File: config.mk
export PLATFORM = sky130hd
export DESIGN_NAME = instr_encode_loader_flat
export DESIGN_NICKNAME = d
export VERILOG_FILES = /design/src/rtl/instr_encode_loader_pkg.sv /design/src/rtl/instr_encode_loader_if.sv /design/src/rtl/instr_field_packer.sv /design/src/rtl/instr_encode_loader.sv /design/src/flat_wrapper.sv
export SDC_FILE = /design/constraint.sdc
export NUM_CORES = 1
export LEC_CHECK = 0
export CAP_MARGIN = 20
export CORE_MARGIN = 5
export CORE_UTILIZATION = 40
export CTS_CLUSTER_DIAMETER = 60
export DETAILED_ROUTE_END_ITERATION = 8
export PLACE_DENSITY = 0.71
export SYNTH_ARGS = -nofsm -noshare
export SYNTH_HDL_FRONTEND = slang
export SYNTH_SLANG_ARGS = --single-unit
File: constraint.sdc
create_clock -name clk_i -period 2.7 [get_ports clk_i]
set_clock_uncertainty 0.05 [all_clocks]
set_input_delay 0.405 -clock clk_i [delete_from_list [all_inputs] [get_ports clk_i]]
set_output_delay 0.405 -clock clk_i [all_outputs]
set_load 0.02 [all_outputs]
File: src/rtl/instr_encode_loader_pkg.sv
// Shared definitions for the instruction encoder/loader and the control decoder.
// Holds the 3-bit op-class codes, the 6-bit MIPS primary opcodes they map to,
// and the loader state encoding.
package instr_encode_loader_pkg;

  // Op classes carried on the command bus (7 is reserved/illegal)
  localparam logic [2:0] OP_R_TYPE = 3'd0;
  localparam logic [2:0] OP_ADDI   = 3'd1;
  localparam logic [2:0] OP_SLTIU  = 3'd2;
  localparam logic [2:0] OP_BEQ    = 3'd3;
  localparam logic [2:0] OP_LUI    = 3'd4;
  localparam logic [2:0] OP_ORI    = 3'd5;
  localparam logic [2:0] OP_BNE    = 3'd6;

  // MIPS primary opcodes
  localparam logic [5:0] OPC_R_TYPE = 6'b000000;
  localparam logic [5:0] OPC_ADDI   = 6'b001000;
  localparam logic [5:0] OPC_SLTIU  = 6'b001011;
  localparam logic [5:0] OPC_BEQ    = 6'b000100;
  localparam logic [5:0] OPC_LUI    = 6'b001111;
  localparam logic [5:0] OPC_ORI    = 6'b001101;
  localparam logic [5:0] OPC_BNE    = 6'b000101;

  typedef enum logic [1:0] {
    ST_IDLE  = 2'd0,
    ST_RUN   = 2'd1,
    ST_DRAIN = 2'd2,
    ST_DONE  = 2'd3
  } state_t;

endpackage

File: src/rtl/instr_encode_loader_if.sv
// Command and memory-write bus of the program loader.
//   cmd_*  : symbolic instruction command, valid/ready handshake (host -> loader)
//   mem_*  : instruction-memory write port with back-pressure (loader -> memory)
// modport master : host / memory side
// modport slave  : the loader
interface instr_encode_loader_if;
  logic        cmd_valid_i;
  logic        cmd_ready_o;
  logic [2:0]  cmd_op_i;
  logic [4:0]  cmd_rs_i;
  logic [4:0]  cmd_rt_i;
  logic [4:0]  cmd_rd_i;
  logic [4:0]  cmd_shamt_i;
  logic [5:0]  cmd_funct_i;
  logic [15:0] cmd_imm_i;
  logic        cmd_last_i;
  logic        mem_we_o;
  logic [31:0] mem_addr_o;
  logic [31:0] mem_data_o;
  logic        mem_ready_i;

  modport master (
    output cmd_valid_i, cmd_op_i, cmd_rs_i, cmd_rt_i, cmd_rd_i, cmd_shamt_i,
           cmd_funct_i, cmd_imm_i, cmd_last_i, mem_ready_i,
    input  cmd_ready_o, mem_we_o, mem_addr_o, mem_data_o
  );

  modport slave (
    input  cmd_valid_i, cmd_op_i, cmd_rs_i, cmd_rt_i, cmd_rd_i, cmd_shamt_i,
           cmd_funct_i, cmd_imm_i, cmd_last_i, mem_ready_i,
    output cmd_ready_o, mem_we_o, mem_addr_o, mem_data_o
  );
endinterface

File: src/rtl/instr_field_packer.sv
// Combinational encoder: op class plus register/immediate fields -> 32-bit MIPS word.
//   op_i            : op class
//   rs_i..funct_i   : R-type fields
//   imm_i           : I-type immediate / branch offset
//   word_o          : encoded instruction (0 when illegal)
//   illegal_o       : op class has no encoding
module instr_field_packer
  import instr_encode_loader_pkg::*;
(
  input  logic [2:0]  op_i,
  input  logic [4:0]  rs_i,
  input  logic [4:0]  rt_i,
  input  logic [4:0]  rd_i,
  input  logic [4:0]  shamt_i,
  input  logic [5:0]  funct_i,
  input  logic [15:0] imm_i,
  output logic [31:0] word_o,
  output logic        illegal_o
);

  // Field packing per op class; LUI has no source register so rs is forced to 0
  always_comb begin
    word_o    = 32'h0000_0000;
    illegal_o = 1'b0;
    case (op_i)
      OP_R_TYPE: word_o = {OPC_R_TYPE, rs_i, rt_i, rd_i, shamt_i, funct_i};
      OP_ADDI:   word_o = {OPC_ADDI,  rs_i, rt_i, imm_i};
      OP_SLTIU:  word_o = {OPC_SLTIU, rs_i, rt_i, imm_i};
      OP_BEQ:    word_o = {OPC_BEQ,   rs_i, rt_i, imm_i};
      OP_LUI:    word_o = {OPC_LUI,   5'd0, rt_i, imm_i};
      OP_ORI:    word_o = {OPC_ORI,   rs_i, rt_i, imm_i};
      OP_BNE:    word_o = {OPC_BNE,   rs_i, rt_i, imm_i};
      default:   illegal_o = 1'b1;
    endcase
  end

endmodule

File: src/rtl/instr_encode_loader.sv
// Program loader: accepts symbolic commands, encodes them and writes them
// sequentially into instruction memory starting at BASE_ADDR.
//   clk_i, rst_i (sync, active-low), start_i (begin program, IDLE only)
//   bus      : command handshake + memory write port (slave side)
//   busy_o   : not IDLE
//   done_o   : one-cycle pulse at program end
//   err_o    : sticky; illegal op or program overflow
//   count_o  : words written in the current program
module instr_encode_loader
  import instr_encode_loader_pkg::*;
#(
  parameter logic [31:0] BASE_ADDR = 32'h0000_0000,
  parameter int          DEPTH     = 256,
  parameter int          CW        = $clog2(DEPTH + 1)
) (
  input  logic                 clk_i,
  input  logic                 rst_i,
  input  logic                 start_i,
  instr_encode_loader_if.slave bus,
  output logic                 busy_o,
  output logic                 done_o,
  output logic                 err_o,
  output logic [CW-1:0]        count_o
);

  localparam logic [CW:0] DEPTH_W = (CW + 1)'(DEPTH);

  state_t        state_r, state_s;
  logic          mem_we_r;
  logic [31:0]   mem_addr_r;
  logic [31:0]   mem_data_r;
  logic [31:0]   next_addr_r;
  logic [CW-1:0] count_r;
  logic          err_r;

  logic [31:0]   packed_word_s;
  logic          illegal_s;
  logic          complete_s;
  logic          cmd_ready_s;
  logic          accept_s;
  logic          overflow_s;
  logic [CW:0]   occupancy_s;

  instr_field_packer u_packer (
    .op_i      (bus.cmd_op_i),
    .rs_i      (bus.cmd_rs_i),
    .rt_i      (bus.cmd_rt_i),
    .rd_i      (bus.cmd_rd_i),
    .shamt_i   (bus.cmd_shamt_i),
    .funct_i   (bus.cmd_funct_i),
    .imm_i     (bus.cmd_imm_i),
    .word_o    (packed_word_s),
    .illegal_o (illegal_s)
  );

  // Words written plus the one held in the output register
  assign occupancy_s = {1'b0, count_r} + {{CW{1'b0}}, mem_we_r};
  assign complete_s  = mem_we_r & bus.mem_ready_i;
  assign cmd_ready_s = (state_r == ST_RUN) && (!mem_we_r || bus.mem_ready_i) &&
                       (occupancy_s < DEPTH_W);
  assign accept_s    = cmd_ready_s & bus.cmd_valid_i;
  // An accepted command can only be taken while any pending write completes on
  // the same edge, so afterwards occupancy is the current value plus one.
  assign overflow_s  = accept_s && !illegal_s && !bus.cmd_last_i &&
                       ((occupancy_s + (CW + 1)'(1)) == DEPTH_W);

  assign bus.cmd_ready_o = cmd_ready_s;
  assign bus.mem_we_o    = mem_we_r;
  assign bus.mem_addr_o  = mem_addr_r;
  assign bus.mem_data_o  = mem_data_r;
  assign busy_o          = (state_r != ST_IDLE);
  assign done_o          = (state_r == ST_DONE);
  assign err_o           = err_r;
  assign count_o         = count_r;

  // Next-state logic
  always_comb begin
    state_s = state_r;
    case (state_r)
      ST_IDLE: begin
        if (start_i) state_s = ST_RUN;
        else         state_s = ST_IDLE;
      end
      ST_RUN: begin
        if (accept_s && (bus.cmd_last_i || overflow_s)) state_s = ST_DRAIN;
        else                                            state_s = ST_RUN;
      end
      ST_DRAIN: begin
        if (!mem_we_r || bus.mem_ready_i) state_s = ST_DONE;
        else                              state_s = ST_DRAIN;
      end
      ST_DONE: state_s = ST_IDLE;
      default: state_s = ST_IDLE;
    endcase
  end

  // State register
  always_ff @(posedge clk_i) begin
    if (!rst_i) state_r <= ST_IDLE;
    else        state_r <= state_s;
  end

  // Program bookkeeping: word count, next write address and sticky error
  always_ff @(posedge clk_i) begin
    if (!rst_i) begin
      count_r     <= {CW{1'b0}};
      next_addr_r <= 32'h0000_0000;
      err_r       <= 1'b0;
    end else if (state_r == ST_IDLE && start_i) begin
      count_r     <= {CW{1'b0}};
      next_addr_r <= BASE_ADDR;
      err_r       <= 1'b0;
    end else begin
      if (complete_s) begin
        count_r     <= count_r + CW'(1);
        next_addr_r <= next_addr_r + 32'd4;
      end
      if (accept_s && (illegal_s || overflow_s)) err_r <= 1'b1;
    end
  end

  // Write output register; a new word reloads it on the completing edge so
  // back-to-back writes need no bubble
  always_ff @(posedge clk_i) begin
    if (!rst_i) begin
      mem_we_r   <= 1'b0;
      mem_addr_r <= 32'h0000_0000;
      mem_data_r <= 32'h0000_0000;
    end else if (accept_s && !illegal_s) begin
      mem_we_r   <= 1'b1;
      mem_addr_r <= complete_s ? (next_addr_r + 32'd4) : next_addr_r;
      mem_data_r <= packed_word_s;
    end else if (complete_s) begin
      mem_we_r   <= 1'b0;
    end
  end

endmodule

File: src/flat_wrapper.sv
// flat-port wrapper written by rule: the top's interface ports become plain ports
module instr_encode_loader_flat import instr_encode_loader_pkg::*;
#(
  parameter logic [31:0] BASE_ADDR = 32'h0000_0000,
  parameter int          DEPTH     = 256,
  parameter int          CW        = $clog2(DEPTH + 1)
)
  (clk_i, rst_i, start_i, busy_o, done_o, err_o, count_o, bus_cmd_valid_i, bus_cmd_op_i, bus_cmd_rs_i, bus_cmd_rt_i, bus_cmd_rd_i, bus_cmd_shamt_i, bus_cmd_funct_i, bus_cmd_imm_i, bus_cmd_last_i, bus_mem_ready_i, bus_cmd_ready_o, bus_mem_we_o, bus_mem_addr_o, bus_mem_data_o);
  instr_encode_loader_if bus_i ();
  input  logic clk_i;
  input  logic rst_i;
  input  logic start_i;
  output logic busy_o;
  output logic done_o;
  output logic err_o;
  output logic [CW-1:0] count_o;
  input wire logic [$bits(bus_i.cmd_valid_i)-1:0] bus_cmd_valid_i;
  input wire logic [$bits(bus_i.cmd_op_i)-1:0] bus_cmd_op_i;
  input wire logic [$bits(bus_i.cmd_rs_i)-1:0] bus_cmd_rs_i;
  input wire logic [$bits(bus_i.cmd_rt_i)-1:0] bus_cmd_rt_i;
  input wire logic [$bits(bus_i.cmd_rd_i)-1:0] bus_cmd_rd_i;
  input wire logic [$bits(bus_i.cmd_shamt_i)-1:0] bus_cmd_shamt_i;
  input wire logic [$bits(bus_i.cmd_funct_i)-1:0] bus_cmd_funct_i;
  input wire logic [$bits(bus_i.cmd_imm_i)-1:0] bus_cmd_imm_i;
  input wire logic [$bits(bus_i.cmd_last_i)-1:0] bus_cmd_last_i;
  input wire logic [$bits(bus_i.mem_ready_i)-1:0] bus_mem_ready_i;
  output wire logic [$bits(bus_i.cmd_ready_o)-1:0] bus_cmd_ready_o;
  output wire logic [$bits(bus_i.mem_we_o)-1:0] bus_mem_we_o;
  output wire logic [$bits(bus_i.mem_addr_o)-1:0] bus_mem_addr_o;
  output wire logic [$bits(bus_i.mem_data_o)-1:0] bus_mem_data_o;
  assign bus_i.cmd_valid_i = bus_cmd_valid_i;
  assign bus_i.cmd_op_i = bus_cmd_op_i;
  assign bus_i.cmd_rs_i = bus_cmd_rs_i;
  assign bus_i.cmd_rt_i = bus_cmd_rt_i;
  assign bus_i.cmd_rd_i = bus_cmd_rd_i;
  assign bus_i.cmd_shamt_i = bus_cmd_shamt_i;
  assign bus_i.cmd_funct_i = bus_cmd_funct_i;
  assign bus_i.cmd_imm_i = bus_cmd_imm_i;
  assign bus_i.cmd_last_i = bus_cmd_last_i;
  assign bus_i.mem_ready_i = bus_mem_ready_i;
  assign bus_cmd_ready_o = bus_i.cmd_ready_o;
  assign bus_mem_we_o = bus_i.mem_we_o;
  assign bus_mem_addr_o = bus_i.mem_addr_o;
  assign bus_mem_data_o = bus_i.mem_data_o;
  instr_encode_loader #(.BASE_ADDR(BASE_ADDR), .DEPTH(DEPTH), .CW(CW)) u_core (.clk_i(clk_i), .rst_i(rst_i), .start_i(start_i), .bus(bus_i), .busy_o(busy_o), .done_o(done_o), .err_o(err_o), .count_o(count_o));
endmodule
==> metrics, run 1 <==
status=finished, final reports clean; RePlAce Congestion=approximately 0.81; Cells after Synth=539; arrival time of the worst setup path=2.04 ns; mean routed wirelength per cell=14.56 um; startpoint of the worst register-to-register path=u_core.bus.mem_we_o$_SDFFE_PN0P_; total global routing overflow=0; area share of the leading cell type in the synthesized netlist=46.05%; clock network latency to the later pin of the worst-skew pair=0.36 ns; buffer levels on the longest clock path=2; global-route wire length before repair=~19000 um; mean instance size in the synthesized netlist=about 8.3 um2; Worst Hold Margin=0.4023 ns; height of the die=roughly 120 um; initial antenna violation count=0; largest net degree at the start of global routing=46; count of warnings emitted by yosys=0; ratio of final minimum period to clock period=between 90% and 100%; Final Critical Period=around 2.5 ns; post-synthesis register bit count=slightly above 100; number of violations of the max-capacitance limit=0; half-perimeter wire length after detailed placement=8695 um; number of hold violations in the final report=0; proportion of power drawn by flip-flops and latches=52.3%; Least-Margin Pin Slew=0.6101 ns; top library cells by usage in the layout, fill and taps aside=clkdlybuf4s50_1 (123), dfxtp_1 (103), nand2_1 (89), nor2_1 (74), a21oi_1 (60); net load switching power=approximately 0.8 mW; largest area contributor in the synthesized netlist=dfxtp_1; worst vdd ir=approximately 0.29 mV; root buffer selected by CTS=clkbuf_8; iteration count of the initial detailed-routing pass=4; Static Leakage=2.161 nW; Clk network pwr share=roughly a third; number of global-route vias before repair=between 4000 and 5000; Hold Path Depth=2; worst hold endpoint=u_core.bus.mem_data_o[3]$_SDFFE_PN0P_; Register-to-Register Setup Slack=0.39 ns; EDFF count, synth=0; terminus of the critical flop-to-flop path=u_core.bus.mem_addr_o[11]$_SDFFE_PN0P_; setup repair after global routing missed its margin=no; final sum of negative setup slack=0 ns; effective utilization at floorplan=41.13%; top fanout value on the critical path=4; detailed-route wire length=11740 um; class of the most critical setup path=flop to output pin; number of buffers created by CTS=9; Overall Global Routing Usage=between 10% and 20%; synth top area cells=dfxtp_1 (46%), nand2_1 (7.5%), a21oi_1 (6.7%); total die area=~0.013 mm2; Comb pwr share=16.1%; number of setup buffers added after CTS=0; pwr dens=501.3 mW/mm2; Area Overhead vs Synth=36.27%; fraction of final layout cells sized beyond drive strength 1=7.808%; Nets=between 700 and 800; type of the worst min-delay path=flop to flop; worst reg-to-reg path cell count=10; Die Span X=115.8 um; async set-or-reset flop fraction in the synthesized netlist=0%; number of antenna cells inserted=0; Core ar.=0.01089 mm2; count of standard-cell rows=38; violation count after the first detailed-route iteration=just under 300; I/O pin cnt=129; most frequent standard cell in the layout excluding fill and tap cells=clkdlybuf4s50_1; final number of setup-violating endpoints=0; area of the mapped netlist=0.004478 mm2; IO buf count=124; average vias per placed instance=roughly 5.1; achievable clock frequency=401.3 MHz; relative slew slack=between 50% and 60%; CP endpoint kind=output pin; post-route DRC violation count=0; number of distinct library cell variants in the gate-level netlist after synthesis=44; count of vias placed by the detailed router=4096; Setup crit start kind=flop; worst min-delay path startpoint=u_core.bus.mem_data_o[3]$_SDFFE_PN0P_; total internal power=2.242 mW; number of H-tree levels=3; final number of max-transition violations=0; Final ANT Viol Nets=0; clock slew at the register clock pins of the worst setup and hold paths=about 0.10 ns; worst path required time=around 2.3 ns; top_reg_cell synth=dfxtp_1; clock tree from TritonCTS=built; portion of the post-synthesis area used by sequential elements=46.05%; clock sink count=around 100; Sw Ratio=26.71%
[cell usage after synthesis (2+ instances only)]
| cell | n |
|---|---|
| a211oi_1 | 17 |
| a21oi_1 | 60 |
| a21oi_2 | 3 |
| and2_1 | 3 |
| and3_1 | 3 |
| and4_1 | 5 |
| buf_2 | 11 |
| buf_4 | 5 |
| clkbuf_1 | 19 |
| dfxtp_1 | 103 |
| ha_1 | 4 |
| inv_1 | 5 |
| mux2i_1 | 2 |
| nand2_1 | 89 |
| nand2b_1 | 3 |
| nand3_1 | 18 |
| nand4_1 | 10 |
| nor2_1 | 74 |
| nor2b_1 | 2 |
| nor3_1 | 4 |
| nor4_2 | 2 |
| o21a_1 | 3 |
| o21ai_0 | 19 |
| o22ai_1 | 17 |
| or3_1 | 4 |
| xnor2_1 | 14 |
| xor2_1 | 23 |
[worst max-delay path: stages, from the launching register on]
cell and delay, ns:
dfxtp_1 0.35, ha_1 0.22, ha_1 0.20, and3_1 0.22, and4_1 0.28, o21a_1 0.20, clkbuf_2 0.20
[layer usage]
layer	up-vias	share of wire (%)	track usage [%]
li1	2087	-	-
met1	1915	44	22.38
met2	83	50	29.54
met3	11	4.7	3.603
met4	0	1.3	5.027
met5	-	0	0
[power groups by stage]
| stage | logic [mW] | clock network, mW | registers [mW] |
|---|---|---|---|
| 2_1_floorplan | 0.195 | 0 | 1.70 |
| 3_3_place_gp | 0.489 | 0 | 1.63 |
| 3_5_place_dp | 0.497 | 0 | 1.63 |
| 4_1_cts | 0.498 | 1.01 | 1.60 |
| 5_1_grt | 0.532 | 1.07 | 1.61 |
| 6_report | 0.492 | 0.968 | 1.60 |
[metrics by stage]
step	cell area (um2)	instances	utilization, %	setup WS [ns]	total power [mW]
3_3_place_gp	5913	791	54.31	0.1481	2.122
2_1_floorplan	4489	542	-	0.2559	1.891
5_1_grt	6102	806	56.04	0.02258	3.214
4_1_cts	6106	806	56.08	0.01612	3.103
3_5_place_dp	5913	791	54.31	0.1629	2.132
6_report	6102	806	56.04	0.2083	3.059
[worst max-delay path by stage]
stage                              startpoint                                     to  slack, ns  cells after the start
2_1_floorplan  u_core.count_o[0]$_SDFFE_PP0P_  u_core.bus.mem_data_o[1]$_SDFFE_PN0P_       0.26                      9
3_3_place_gp                  bus_mem_ready_i                        bus_cmd_ready_o       0.15                      5
3_5_place_dp                  bus_mem_ready_i                        bus_cmd_ready_o       0.16                      5
4_1_cts        u_core.count_o[0]$_SDFFE_PP0P_                        bus_cmd_ready_o       0.02                      6
5_1_grt        u_core.count_o[0]$_SDFFE_PP0P_                        bus_cmd_ready_o       0.02                      6
6_report       u_core.count_o[0]$_SDFFE_PP0P_                        bus_cmd_ready_o       0.21                      6
[logic make-up (layout without fill, tap and decap cells)]
family                     count (synthesis)  after routing  synth area share [%]
AOI/OAI and AO/OA                        125            125                 16.96
xor gates and xnor gates                  37             37                 7.237
adders and majority gates                  4              4                 1.118
buffers and inverters                     41            165                 4.331
DFF                                      103            103                 46.05
muxes                                      2              2                0.4471
other                                      1              4               0.08374
and+or+nand+nor                          226            226                 23.78
[cell type report]
type / instances / area, um2
inverters: 5 / 18.77
flip-flops and latches: 103 / 2062
multi-input cells: 398 / 2233
repair buffers: 145 / 1419
fillers: 1025 / 4786
well taps: 140 / 175.2
clock buffers: 10 / 127.6
clock inverters: 5 / 66.31
[repair_timing]
action	in CTS	in global routing
gates cloned	0	0
hold buffers	0	0
setup endpoints to repair	1	1
resized for setup	1	2
[sequential cells by signal (all words and copies together), names as in the netlist, named ones only]
name                   count
u_core.bus.mem_we_o        1
u_core.bus.mem_addr_o     30
u_core.err_o               1
u_core.count_o             9
u_core.bus.mem_data_o     30
u_core.next_addr_r        30
u_core.state_r             1
Note: power is estimated with default switching activity, not from simulation.
==> inputs of run 2 (changes only) <==
--- a/config.mk
+++ b/config.mk
@@ -10,7 +10,7 @@
 export CORE_UTILIZATION = 40
 export CTS_CLUSTER_DIAMETER = 60
 export DETAILED_ROUTE_END_ITERATION = 8
-export PLACE_DENSITY = 0.71
+export PLACE_DENSITY_LB_ADDON = 0.05
 export SYNTH_ARGS = -nofsm -noshare
 export SYNTH_HDL_FRONTEND = slang
 export SYNTH_SLANG_ARGS = --single-unit
==> run 2 against run 1 <==
Net effect:
- sequential cell count is the same
- critical path type unchanged
- critical path depth unchanged
- largest cell class unchanged
- design area about the same
- highest routed layer unchanged
- setup slack better by 0.0087 ns
- critical endpoint unchanged
- via count decreased by 0.20%
- final cell count increased by 0.12%
- largest power group unchanged
- sequential share of layout area about the same
- maximum frequency is 0.35% higher
- combinational power fell by 0.8%
- worst hold slack gained 0.0030 ns
- non-clock buffer count is the same
==> metrics, run 2 (synthesis gave the netlist of run 1 again) <==
iteration count of the initial detailed-routing pass=4 (unchanged); mean routed wirelength per cell=14.27 um (was 14.56 um); setup repair after global routing missed its margin=no (unchanged); initial antenna violation count=0 (unchanged); count of vias placed by the detailed router=4088 (was 4096); # fillers=1049 (was 1025); arrival time of the worst setup path=2.03 ns (was 2.04 ns); final sum of negative setup slack=0 ns (unchanged); Worst Hold Margin=0.4053 ns (was 0.4023 ns); total die area=0.01341 mm2 (unchanged); Setup crit start kind=flop (unchanged); total global routing overflow=0 (unchanged); post-route DRC violation count=0 (unchanged); buffer levels on the longest clock path=2 (unchanged); RePlAce Congestion=0.7633 (was 0.8098); post-placement cell area=0.005901 mm2 (was 0.005913 mm2); worst path required time=2.25 ns (about the same); clock tree from TritonCTS=built (unchanged); worst setup path start=u_core.count_o[0]$_SDFFE_PP0P_ (unchanged); power after layout=3.095 mW (was 3.059 mW); fraction of final layout cells sized beyond drive strength 1=7.946% (was 7.808%); Overall Global Routing Usage=17.12% (was 17.39%); Setup WS post-layout=0.2170 ns (was 0.2083 ns); height of the die=115.8 um (unchanged); largest net degree at the start of global routing=62 (was 46); total internal power=2.269 mW (was 2.242 mW); CP endpoint kind=output pin (unchanged); Least-Margin Pin Slew=0.6258 ns (was 0.6101 ns); clock sink count=103 (unchanged); status=finished, final reports clean (unchanged); number of H-tree levels=3 (unchanged); Final ANT Viol Nets=0 (unchanged); Placement Setup Slack=0.1253 ns (was 0.1629 ns); most frequent standard cell in the layout excluding fill and tap cells=clkdlybuf4s50_1 (unchanged); average vias per placed instance=5.066 (was 5.082); Area Overhead vs Synth=36.24% (was 36.27%); Nets=717 (unchanged); count of standard-cell rows=38 (unchanged); achievable clock frequency=402.7 MHz (was 401.3 MHz); detailed-route wire length=11520 um (was 11740 um); Core ar.=0.01089 mm2 (unchanged); root buffer selected by CTS=clkbuf_8 (unchanged); top fanout value on the critical path=4 (unchanged); I/O pin cnt=129 (unchanged); number of hold violations in the final report=0 (unchanged); type of the worst min-delay path=flop to flop (unchanged); relative slew slack=58.28% (was 59.33%); number of antenna cells inserted=0 (unchanged); global-route wire length before repair=18710 um (was 19060 um); worst min-delay path startpoint=u_core.bus.mem_data_o[14]$_SDFFE_PN0P_ (was u_core.bus.mem_data_o[3]$_SDFFE_PN0P_); worst vdd ir=0.3059 mV (was 0.2876 mV); Die Span X=115.8 um (unchanged); clock network latency to the later pin of the worst-skew pair=0.36 ns (about the same); final number of max-transition violations=0 (unchanged); final non-filler cell area=0.006101 mm2 (was 0.006102 mm2); proportion of power drawn by flip-flops and latches=51.7% (was 52.3%); half-perimeter wire length after detailed placement=8416 um (was 8695 um); number of global-route vias before repair=3851 (was 4050); number of buffers created by CTS=9 (unchanged); clock slew at the register clock pins of the worst setup and hold paths=0.09 ns (was 0.10 ns); ratio of final minimum period to clock period=91.96% (was 92.28%); effective utilization at floorplan=41.13% (unchanged); Comb pwr share=15.8% (was 16.1%); pwr dens=507.2 mW/mm2 (was 501.3 mW/mm2); number of violations of the max-capacitance limit=0 (unchanged); net load switching power=0.8254 mW (was 0.8169 mW); Clk network pwr share=32.6% (was 31.6%); Static Leakage=2.170 nW (was 2.161 nW); class of the most critical setup path=flop to output pin (unchanged); Sw Ratio=26.67% (was 26.71%); startpoint of the worst register-to-register path=u_core.bus.mem_we_o$_SDFFE_PN0P_ (unchanged); hold bufs inserted after CTS=0 (unchanged); IO buf count=124 (unchanged); violation count after the first detailed-route iteration=221 (was 291); final number of setup-violating endpoints=0 (unchanged); top library cells by usage in the layout, fill and taps aside=clkdlybuf4s50_1 (123), dfxtp_1 (103), nand2_1 (89), nor2_1 (74), a21oi_1 (60) (unchanged); Final Critical Period=2.483 ns (was 2.492 ns)
run 2: metrics by stage:
stage,util [%],cells
floorplan,-,542
global placement,54.19,791
detailed placement,54.19,791
CTS,56.07,807
global route,56.03,807
finish,56.03,807
run 2: area by class of cell:
| class | instances | area, um2 | share of cell area (%) |
|---|---|---|---|
| timing repair buffer | 145 | 1406 | 23.05 |
| clock inverter | 5 | 63.81 | 1.046 |
| multi-input combinational | 398 | 2233 | 36.61 |
| inverter | 5 | 18.77 | 0.3076 |
| tap | 140 | 175.2 | 2.871 |
| clock buffer | 11 | 141.4 | 2.317 |
| sequential | 103 | 2062 | 33.80 |
run 2: repair_timing:
action | in CTS | in global routing
buffers inserted | 0 | 0
cloned | 0 | 0
setup endpoints to repair | 1 | 1
gates resized for setup | 1 | 2
run 2: critical path: stages, from the launching register on:
cell      delay [ns]
dfxtp_1         0.35
ha_1            0.22
ha_1            0.20
and3_1          0.22
and4_1          0.29
o21a_1          0.19
clkbuf_2        0.19
run 2: path summary, 6_finish.rpt:
check,end,slack [ns],depth (start not counted)
setup / recovery,bus_cmd_ready_o,0.22,6
hold / removal,u_core.bus.mem_data_o[14]$_SDFFE_PN0P_,0.41,2
setup reg to reg,u_core.bus.mem_data_o[21]$_SDFFE_PN0P_,0.36,10
hold reg to reg,u_core.bus.mem_data_o[14]$_SDFFE_PN0P_,0.41,2
run 2: layer usage:
layer  up-vias  global-route usage, %  share of wire, %
met2        86                  27.27                45
met3        10                  3.864               5.8
li1       2090                      -                 -
met4         0                  5.336               1.5
met1      1902                  23.18                47
met5         -                      0                 0
run 2: power by group through the flow:
stage / Sequential [mW] / Combinational, mW / Clock, mW
6_report: 1.60 / 0.488 / 1.01
3_3_place_gp: 1.63 / 0.490 / 0
2_1_floorplan: 1.70 / 0.195 / 0
3_5_place_dp: 1.63 / 0.493 / 0
5_1_grt: 1.61 / 0.532 / 1.11
4_1_cts: 1.60 / 0.494 / 1.04
